### config.mk
export PLATFORM = sky130hd
export DESIGN_NAME = dmem_axi_port_flat
export DESIGN_NICKNAME = d
export VERILOG_FILES = /design/src/rtl/dmem_axi_if.sv /design/src/rtl/dmem_axi_port.sv /design/src/flat_wrapper.sv
export SDC_FILE = /design/constraint.sdc
export NUM_CORES = 1
export LEC_CHECK = 0
export ABC_AREA = 1
export BUFFER_PORTS_ARGS = -buffer_cell sky130_fd_sc_hd__buf_2
export CAP_MARGIN = 30
export CORE_AREA = 5 5 202 204
export DETAILED_ROUTE_END_ITERATION = 12
export DIE_AREA = 0 0 207 209
export GPL_ROUTABILITY_DRIVEN = 0
export GPL_TIMING_DRIVEN = 1
export SLEW_MARGIN = 20
export SYNTH_ARGS = -nofsm -noshare
export SYNTH_HDL_FRONTEND = slang
export SYNTH_SLANG_ARGS = --single-unit
### constraint.sdc
create_clock -name clk -period 23.4 [get_ports clk]
set_input_delay 3.51 -clock clk [delete_from_list [all_inputs] [get_ports clk]]
set_output_delay 3.51 -clock clk [all_outputs]
set_load 0.05 [all_outputs]
### src/rtl/dmem_axi_if.sv
// Single-beat AXI4 data-bus bundle between one lane's dmem_axi_port (master) and the interconnect (slave).
interface dmem_axi_if #(
   parameter int ADDR_W = 64,
   parameter int DATA_W = 64
);
   logic              arvalid, arready;
   logic [ADDR_W-1:0] araddr;
   logic [2:0]        arsize;
   logic [3:0]        arid;
   logic [7:0]        arlen;
   logic [1:0]        arburst;

   logic              rvalid, rready, rlast;
   logic [DATA_W-1:0] rdata;
   logic [1:0]        rresp;

   logic              awvalid, awready;
   logic [ADDR_W-1:0] awaddr;
   logic [2:0]        awsize;
   logic [3:0]        awid;
   logic [7:0]        awlen;
   logic [1:0]        awburst;

   logic                wvalid, wready, wlast;
   logic [DATA_W-1:0]   wdata;
   logic [DATA_W/8-1:0] wstrb;

   logic       bvalid, bready;
   logic [1:0] bresp;

   modport master (
      output arvalid, araddr, arsize, arid, arlen, arburst,
      input  arready,
      input  rvalid, rdata, rresp, rlast,
      output rready,
      output awvalid, awaddr, awsize, awid, awlen, awburst,
      input  awready,
      output wvalid, wdata, wstrb, wlast,
      input  wready,
      input  bvalid, bresp,
      output bready
   );

   modport slave (
      input  arvalid, araddr, arsize, arid, arlen, arburst,
      output arready,
      output rvalid, rdata, rresp, rlast,
      input  rready,
      input  awvalid, awaddr, awsize, awid, awlen, awburst,
      output awready,
      input  wvalid, wdata, wstrb, wlast,
      output wready,
      output bvalid, bresp,
      input  bready
   );
endinterface

### src/rtl/dmem_axi_port.sv
// One lane's M-stage load/store turned into a single-beat AXI4 access, holding the pipeline via stall_miss.
// Optional DMEM_POSTED_WRITE_EN: stores retire after AW/W handshake; the B response is tracked in the background.
module dmem_axi_port #(
   parameter int         ADDR_W = 64,
   parameter int         DATA_W = 64,
   parameter logic [3:0] AXI_ID = 4'd0
) (
   input  logic                clk,
   input  logic                rst_n,
   input  logic                req_valid,
   input  logic                req_we,
   input  logic [ADDR_W-1:0]   req_addr,
   input  logic [DATA_W-1:0]   req_wdata,
   input  logic [DATA_W/8-1:0] req_wstrb,
   input  logic [2:0]          req_size,
   output logic                stall_miss,
   output logic [DATA_W-1:0]   resp_rdata,
   output logic                resp_err,
   dmem_axi_if.master          axi
);

   typedef enum logic [2:0] {IDLE, RD_ADDR, RD_DATA, WR_REQ, WR_RESP, DONE} state_t;

   state_t state, state_nxt;

   logic                arvalid_q, awvalid_q, wvalid_q;
   logic                aw_done, w_done;
   logic [ADDR_W-1:0]   addr_q;
   logic [2:0]          size_q;
   logic [DATA_W-1:0]   wdata_q;
   logic [DATA_W/8-1:0] wstrb_q;
   logic [1:0]          resp_q;
   logic                ar_hs, r_hs, aw_hs, w_hs, b_hs;
   logic                aw_fin, w_fin, issue_ok;
   logic                accept_rd, accept_wr;
   logic                b_pend, err_sticky;

   assign axi.arvalid = arvalid_q;
   assign axi.araddr  = addr_q;
   assign axi.arsize  = size_q;
   assign axi.arid    = AXI_ID;
   assign axi.arlen   = 8'd0;
   assign axi.arburst = 2'b01;
   assign axi.awvalid = awvalid_q;
   assign axi.awaddr  = addr_q;
   assign axi.awsize  = size_q;
   assign axi.awid    = AXI_ID;
   assign axi.awlen   = 8'd0;
   assign axi.awburst = 2'b01;
   assign axi.wvalid  = wvalid_q;
   assign axi.wdata   = wdata_q;
   assign axi.wstrb   = wstrb_q;
   assign axi.wlast   = 1'b1;
   assign axi.rready  = (state == RD_DATA);
`ifdef DMEM_POSTED_WRITE_EN
   assign axi.bready  = b_pend;
`else
   assign axi.bready  = (state == WR_RESP);
`endif

   assign ar_hs  = axi.arvalid & axi.arready;
   assign r_hs   = axi.rvalid  & axi.rready;
   assign aw_hs  = axi.awvalid & axi.awready;
   assign w_hs   = axi.wvalid  & axi.wready;
   assign b_hs   = axi.bvalid  & axi.bready;
   assign aw_fin = aw_done | aw_hs;
   assign w_fin  = w_done  | w_hs;
   // A new request may leave IDLE only once any posted write's B has arrived
   assign issue_ok = ~b_pend | axi.bvalid;

   always_comb begin
      state_nxt  = state;
      accept_rd  = 1'b0;
      accept_wr  = 1'b0;
      stall_miss = req_valid & (state != DONE);
      resp_err   = 1'b0;
      case (state)
         IDLE: begin
            if (req_valid && issue_ok) begin
               accept_rd = ~req_we;
               accept_wr = req_we;
               state_nxt = req_we ? WR_REQ : RD_ADDR;
            end
         end
         RD_ADDR: if (ar_hs) state_nxt = RD_DATA;
         RD_DATA: if (r_hs) state_nxt = DONE;
         WR_REQ: begin
            if (aw_fin && w_fin) begin
`ifdef DMEM_POSTED_WRITE_EN
               state_nxt = DONE;
`else
               state_nxt = WR_RESP;
`endif
            end
         end
         WR_RESP: if (b_hs) state_nxt = DONE;
         DONE: begin
            state_nxt = IDLE;
            resp_err  = (resp_q != 2'b00) | err_sticky;
         end
         default: state_nxt = IDLE;
      endcase
   end

   always_ff @(posedge clk or negedge rst_n) begin
      if (!rst_n) begin
         state     <= IDLE;
         arvalid_q <= 1'b0;
         awvalid_q <= 1'b0;
         wvalid_q  <= 1'b0;
         aw_done   <= 1'b0;
         w_done    <= 1'b0;
      end else begin
         state <= state_nxt;
         if (accept_rd)  arvalid_q <= 1'b1;
         else if (ar_hs) arvalid_q <= 1'b0;
         if (accept_wr) begin
            awvalid_q <= 1'b1;
            wvalid_q  <= 1'b1;
            aw_done   <= 1'b0;
            w_done    <= 1'b0;
         end else begin
            if (aw_hs) begin
               awvalid_q <= 1'b0;
               aw_done   <= 1'b1;
            end
            if (w_hs) begin
               wvalid_q <= 1'b0;
               w_done   <= 1'b1;
            end
         end
      end
   end

   // Load data is architecturally visible until the next read, so it carries a reset value
   always_ff @(posedge clk or negedge rst_n) begin
      if (!rst_n)    resp_rdata <= '0;
      else if (r_hs) resp_rdata <= axi.rdata;
   end

   always_ff @(posedge clk) begin
      if (state == IDLE && req_valid) begin
         addr_q  <= req_addr;
         size_q  <= req_size;
         wdata_q <= req_wdata;
         wstrb_q <= req_wstrb;
      end
      if (state == IDLE)                    resp_q <= 2'b00;
      else if (r_hs)                        resp_q <= axi.rresp;
      else if (b_hs && state == WR_RESP)    resp_q <= axi.bresp;
   end

`ifdef DMEM_POSTED_WRITE_EN
   // A bad BRESP on a posted store surfaces on whichever access completes next
   always_ff @(posedge clk or negedge rst_n) begin
      if (!rst_n) begin
         b_pend     <= 1'b0;
         err_sticky <= 1'b0;
      end else begin
         if (state == WR_REQ && aw_fin && w_fin) b_pend <= 1'b1;
         else if (b_hs)                          b_pend <= 1'b0;
         if (b_hs && axi.bresp != 2'b00) err_sticky <= 1'b1;
         else if (state == DONE)         err_sticky <= 1'b0;
      end
   end
`else
   assign b_pend     = 1'b0;
   assign err_sticky = 1'b0;
`endif

   a_req_held: assert property (@(posedge clk) disable iff (!rst_n)
      (state != IDLE) |-> req_valid);
   a_single_beat: assert property (@(posedge clk) disable iff (!rst_n)
      (axi.rvalid && axi.rready) |-> axi.rlast);

endmodule
### src/flat_wrapper.sv
// flat-port wrapper written by rule: the top's interface ports become plain ports
module dmem_axi_port_flat 
#(
   parameter int         ADDR_W = 64,
   parameter int         DATA_W = 64,
   parameter logic [3:0] AXI_ID = 4'd0
)
  (clk, rst_n, req_valid, req_we, req_addr, req_wdata, req_wstrb, req_size, stall_miss, resp_rdata, resp_err, axi_arvalid, axi_araddr, axi_arsize, axi_arid, axi_arlen, axi_arburst, axi_arready, axi_rvalid, axi_rdata, axi_rresp, axi_rlast, axi_rready, axi_awvalid, axi_awaddr, axi_awsize, axi_awid, axi_awlen, axi_awburst, axi_awready, axi_wvalid, axi_wdata, axi_wstrb, axi_wlast, axi_wready, axi_bvalid, axi_bresp, axi_bready);
  dmem_axi_if #(.ADDR_W(ADDR_W), .DATA_W(DATA_W)) axi_i ();
  input  logic clk;
  input  logic rst_n;
  input  logic req_valid;
  input  logic req_we;
  input  logic [ADDR_W-1:0] req_addr;
  input  logic [DATA_W-1:0] req_wdata;
  input  logic [DATA_W/8-1:0] req_wstrb;
  input  logic [2:0] req_size;
  output logic stall_miss;
  output logic [DATA_W-1:0] resp_rdata;
  output logic resp_err;
  output wire logic [$bits(axi_i.arvalid)-1:0] axi_arvalid;
  output wire logic [$bits(axi_i.araddr)-1:0] axi_araddr;
  output wire logic [$bits(axi_i.arsize)-1:0] axi_arsize;
  output wire logic [$bits(axi_i.arid)-1:0] axi_arid;
  output wire logic [$bits(axi_i.arlen)-1:0] axi_arlen;
  output wire logic [$bits(axi_i.arburst)-1:0] axi_arburst;
  input wire logic [$bits(axi_i.arready)-1:0] axi_arready;
  input wire logic [$bits(axi_i.rvalid)-1:0] axi_rvalid;
  input wire logic [$bits(axi_i.rdata)-1:0] axi_rdata;
  input wire logic [$bits(axi_i.rresp)-1:0] axi_rresp;
  input wire logic [$bits(axi_i.rlast)-1:0] axi_rlast;
  output wire logic [$bits(axi_i.rready)-1:0] axi_rready;
  output wire logic [$bits(axi_i.awvalid)-1:0] axi_awvalid;
  output wire logic [$bits(axi_i.awaddr)-1:0] axi_awaddr;
  output wire logic [$bits(axi_i.awsize)-1:0] axi_awsize;
  output wire logic [$bits(axi_i.awid)-1:0] axi_awid;
  output wire logic [$bits(axi_i.awlen)-1:0] axi_awlen;
  output wire logic [$bits(axi_i.awburst)-1:0] axi_awburst;
  input wire logic [$bits(axi_i.awready)-1:0] axi_awready;
  output wire logic [$bits(axi_i.wvalid)-1:0] axi_wvalid;
  output wire logic [$bits(axi_i.wdata)-1:0] axi_wdata;
  output wire logic [$bits(axi_i.wstrb)-1:0] axi_wstrb;
  output wire logic [$bits(axi_i.wlast)-1:0] axi_wlast;
  input wire logic [$bits(axi_i.wready)-1:0] axi_wready;
  input wire logic [$bits(axi_i.bvalid)-1:0] axi_bvalid;
  input wire logic [$bits(axi_i.bresp)-1:0] axi_bresp;
  output wire logic [$bits(axi_i.bready)-1:0] axi_bready;
  assign axi_arvalid = axi_i.arvalid;
  assign axi_araddr = axi_i.araddr;
  assign axi_arsize = axi_i.arsize;
  assign axi_arid = axi_i.arid;
  assign axi_arlen = axi_i.arlen;
  assign axi_arburst = axi_i.arburst;
  assign axi_i.arready = axi_arready;
  assign axi_i.rvalid = axi_rvalid;
  assign axi_i.rdata = axi_rdata;
  assign axi_i.rresp = axi_rresp;
  assign axi_i.rlast = axi_rlast;
  assign axi_rready = axi_i.rready;
  assign axi_awvalid = axi_i.awvalid;
  assign axi_awaddr = axi_i.awaddr;
  assign axi_awsize = axi_i.awsize;
  assign axi_awid = axi_i.awid;
  assign axi_awlen = axi_i.awlen;
  assign axi_awburst = axi_i.awburst;
  assign axi_i.awready = axi_awready;
  assign axi_wvalid = axi_i.wvalid;
  assign axi_wdata = axi_i.wdata;
  assign axi_wstrb = axi_i.wstrb;
  assign axi_wlast = axi_i.wlast;
  assign axi_i.wready = axi_wready;
  assign axi_i.bvalid = axi_bvalid;
  assign axi_i.bresp = axi_bresp;
  assign axi_bready = axi_i.bready;
  dmem_axi_port #(.ADDR_W(ADDR_W), .DATA_W(DATA_W), .AXI_ID(AXI_ID)) u_core (.clk(clk), .rst_n(rst_n), .req_valid(req_valid), .req_we(req_we), .req_addr(req_addr), .req_wdata(req_wdata), .req_wstrb(req_wstrb), .req_size(req_size), .stall_miss(stall_miss), .resp_rdata(resp_rdata), .resp_err(resp_err), .axi(axi_i));
endmodule
==> flow_metrics.env <==
export IMPL_antenna_found_initial=25
export IMPL_dp_hpwl_microns=22800
export IMPL_io_pins=523
export IMPL_multi_input_comb_area_sq_um=1200
export IMPL_reg2regPathDepth=6
export IMPL_die_w_microns=207
export IMPL_ys_types=22
export IMPL_clkTransAtPathRegs_ns=0.05
export IMPL_power_mw=1.71
export IMPL_critPathLaunchType="primary input"
export IMPL_synth_seq_cells=213
export IMPL_tritoncts="done"
export IMPL_first_pass_iters=4
export IMPL_grt_busiest_layer="met2"
export IMPL_cts_buffers=25
export IMPL_ir_worst_vdd_uv=87.4
export IMPL_crit_path_end_kind="primary output"
export IMPL_grt_max_degree=77
export IMPL_nets=1122
export IMPL_cp_max_fo=2
export IMPL_final_antenna_net_count=0
export IMPL_timing_rr_end="u_core.axi.wdata[49]"
export IMPL_cts_hold_buf=0
export IMPL_r2r_setup_slack_ns=20.57
export IMPL_fmax_mhz=134
export IMPL_setup_violations=0
export IMPL_drcViolationCount=0
export IMPL_overflow=0
export IMPL_wl_per_cell_microns=19.2
export IMPL_viasPerCell=3.67
export IMPL_worstSkewPairLatency_ns=0.53
export IMPL_finalCritPeriodShare=0.319
export IMPL_post_cts_resized=0
export IMPL_cp_arrival_ns=3.96
export IMPL_rsz0062_at_grt="false"
export IMPL_cap_viol_max_count=0
export IMPL_io_buffers=492
export IMPL_slew_viol_final=0
export IMPL_worst_pin_slew_ns=0.964
export IMPL_grt_pass1_wl_microns=39100
export IMPL_worst_clock_skew_ns=0.0228
export IMPL_crit_end="stall_miss"
export IMPL_cts_setup_buffers=0
export IMPL_avgSynthCellArea_sq_um=17.4
export IMPL_wirelength_microns=28000
export IMPL_n_fill_cell=4068
export IMPL_core_sq_um=39100
export IMPL_die_h_microns=209
export IMPL_slew_headroom=0.357
export IMPL_cts_root_buf="clkbuf_16"
export IMPL_num_vias=5353
export IMPL_use_met3=0.0543
export IMPL_netlist_instances=458
export IMPL_globalRouteMet2Util=0.212
export IMPL_grt_total_usage=0.121
export IMPL_drt_iter0_markers=185
export IMPL_die_area_sq_um=43300
export IMPL_fin_setup_tns_ns=0
export IMPL_finalHoldViolCount=0
export IMPL_r2r_start="u_core.state[0]"
export IMPL_drive_above_1_share=0.652
export IMPL_cts_buffer_depth=3
export IMPL_critical_path_class="primary input to primary output"
export IMPL_hp_class="register to register"
export IMPL_run_status="finished, final reports clean"
export IMPL_powerDensity_nw_per_um2=151
export IMPL_clkSinkCount=213
export IMPL_grt_use_met1=0.128
export IMPL_synth_area_sq_um=7970
export IMPL_grt_pass1_vias=5696
export IMPL_layout_min_cycle_time_ns=7.47
export IMPL_htree_levels=1
export IMPL_initial_utilization=0.204
export IMPL_ys_warn_count=0
export IMPL_cp_required_ns=19.89
export IMPL_min_path_cells=2
export IMPL_area_growth_pct=42.0
export IMPL_seq_area_sq_um=6020
export IMPL_num_rows=73
export IMPL_critPathLaunch="req_valid"
export IMPL_p_leak_nw=5.29
export IMPL_ys_seq_area_frac=0.755
==> sequential cells by signal (all words and copies together), names as in the netlist <==
signal and cells:
u_core.w_done 1, u_core.resp_q 2, u_core.axi.wstrb 8, u_core.aw_done 1
u_core.resp_rdata 64, u_core.axi.wdata 64, u_core.axi.arvalid 1, u_core.state 3
u_core.axi.wvalid 1, u_core.axi.awvalid 1, u_core.axi.arsize 3, u_core.axi.araddr 64
==> area by class of cell <==
type / count / share of cell area
Multi-Input combinational cell: 146 / 0.106
Antenna cell: 11 / 0.00243
Tap cell: 525 / 0.0580
Clock inverter: 12 / 0.0109
Clock buffer: 34 / 0.0591
Timing Repair Buffer: 497 / 0.225
Sequential cell: 213 / 0.531
Inverter: 22 / 0.00729
==> where the power goes <==
group	total (mW)	switching, mW	internal (mW)
clock	0.379	0.156	0.223
sequential	0.578	0.0528	0.525
combinational	0.748	0.573	0.175
total	1.71	0.782	0.923
==> metrics by stage <==
stage          cells   util  hold slack (ns)  area, sq um  setup slack (ns)
2_1_floorplan    485      -            0.440         8070             13.10
4_1_cts         1447  0.288            0.467        11200             15.92
3_3_place_gp    1401  0.267            0.455        10400             15.93
6_report        1460  0.290            0.466        11300             15.93
3_5_place_dp    1401  0.267            0.458        10400             15.93
5_1_grt         1455  0.289            0.489        11300             15.89
==> cells in the final DEF, fill, tap and decap left out <==
cell type	synthesis	layout
a211oi_1	1	1
a21oi_1	5	5
a22o_1	1	1
buf_16	0	2
buf_2	4	491
buf_4	96	4
bufinv_16	0	2
clkbuf_1	0	8
clkbuf_16	0	25
clkbuf_8	0	1
clkinv_1	0	2
clkinv_2	0	3
clkinv_4	0	1
clkinvlp_4	0	2
conb_1	2	29
dfrtp_1	72	72
dfxtp_1	2	2
diode_2	0	11
edfxtp_1	139	139
inv_1	20	20
inv_2	2	2
inv_6	0	2
mux2_2	36	36
mux2_4	28	28
nand2_1	21	21
nand3_1	9	9
nand3_4	0	1
nand3b_1	1	1
nand4_1	3	3
nor2_1	7	6
nor2_4	1	2
o21ai_0	3	3
==> Yosys cell counts (all sizes together) <==
library cell / instances / area (sq um)
nor2: 8 / 37.5
nand2: 21 / 78.8
nand3b: 1 / 7.51
o21ai: 3 / 15.0
a21oi: 5 / 25.0
dfrtp: 72 / 1800
a211oi: 1 / 7.51
conb: 2 / 7.51
dfxtp: 2 / 40.0
a22o: 1 / 8.76
nand3: 10 / 55.1
mux2: 64 / 826
nand4: 3 / 18.8
inv: 22 / 82.6
buf: 104 / 786
edfxtp: 139 / 4170
==> layer usage <==
metal	up-vias	share of wire
met3	71	0.12
li1	2383	-
met5	-	0.0012
met2	375	0.52
met1	2520	0.33
met4	4	0.037
==> critical path, cell delays in order <==
cell	delay, ns
buf_2	0.09
nand2_1	0.05
inv_1	0.06
buf_2	0.25
==> kinds of logic after synthesis <==
family	count (synthesis)	synth area share
flops	213	0.755
buf+inv	126	0.109
mux	64	0.104
simple gates	43	0.0248
compound gates	10	0.00706
other cells	2	0.000942
==> worst min-delay path by stage <==
stage                                 from                to  slack (ns)
after floorplan           u_core.resp_q[0]  u_core.resp_q[0]        0.44
after detailed placement  u_core.resp_q[1]  u_core.resp_q[1]        0.46
final                     u_core.resp_q[1]  u_core.resp_q[1]        0.47
after global routing      u_core.resp_q[1]  u_core.resp_q[1]        0.49
after global placement    u_core.resp_q[0]  u_core.resp_q[0]        0.46
after CTS                 u_core.resp_q[1]  u_core.resp_q[1]        0.47
No activity file was read; power rests on OpenSTA's default activity.
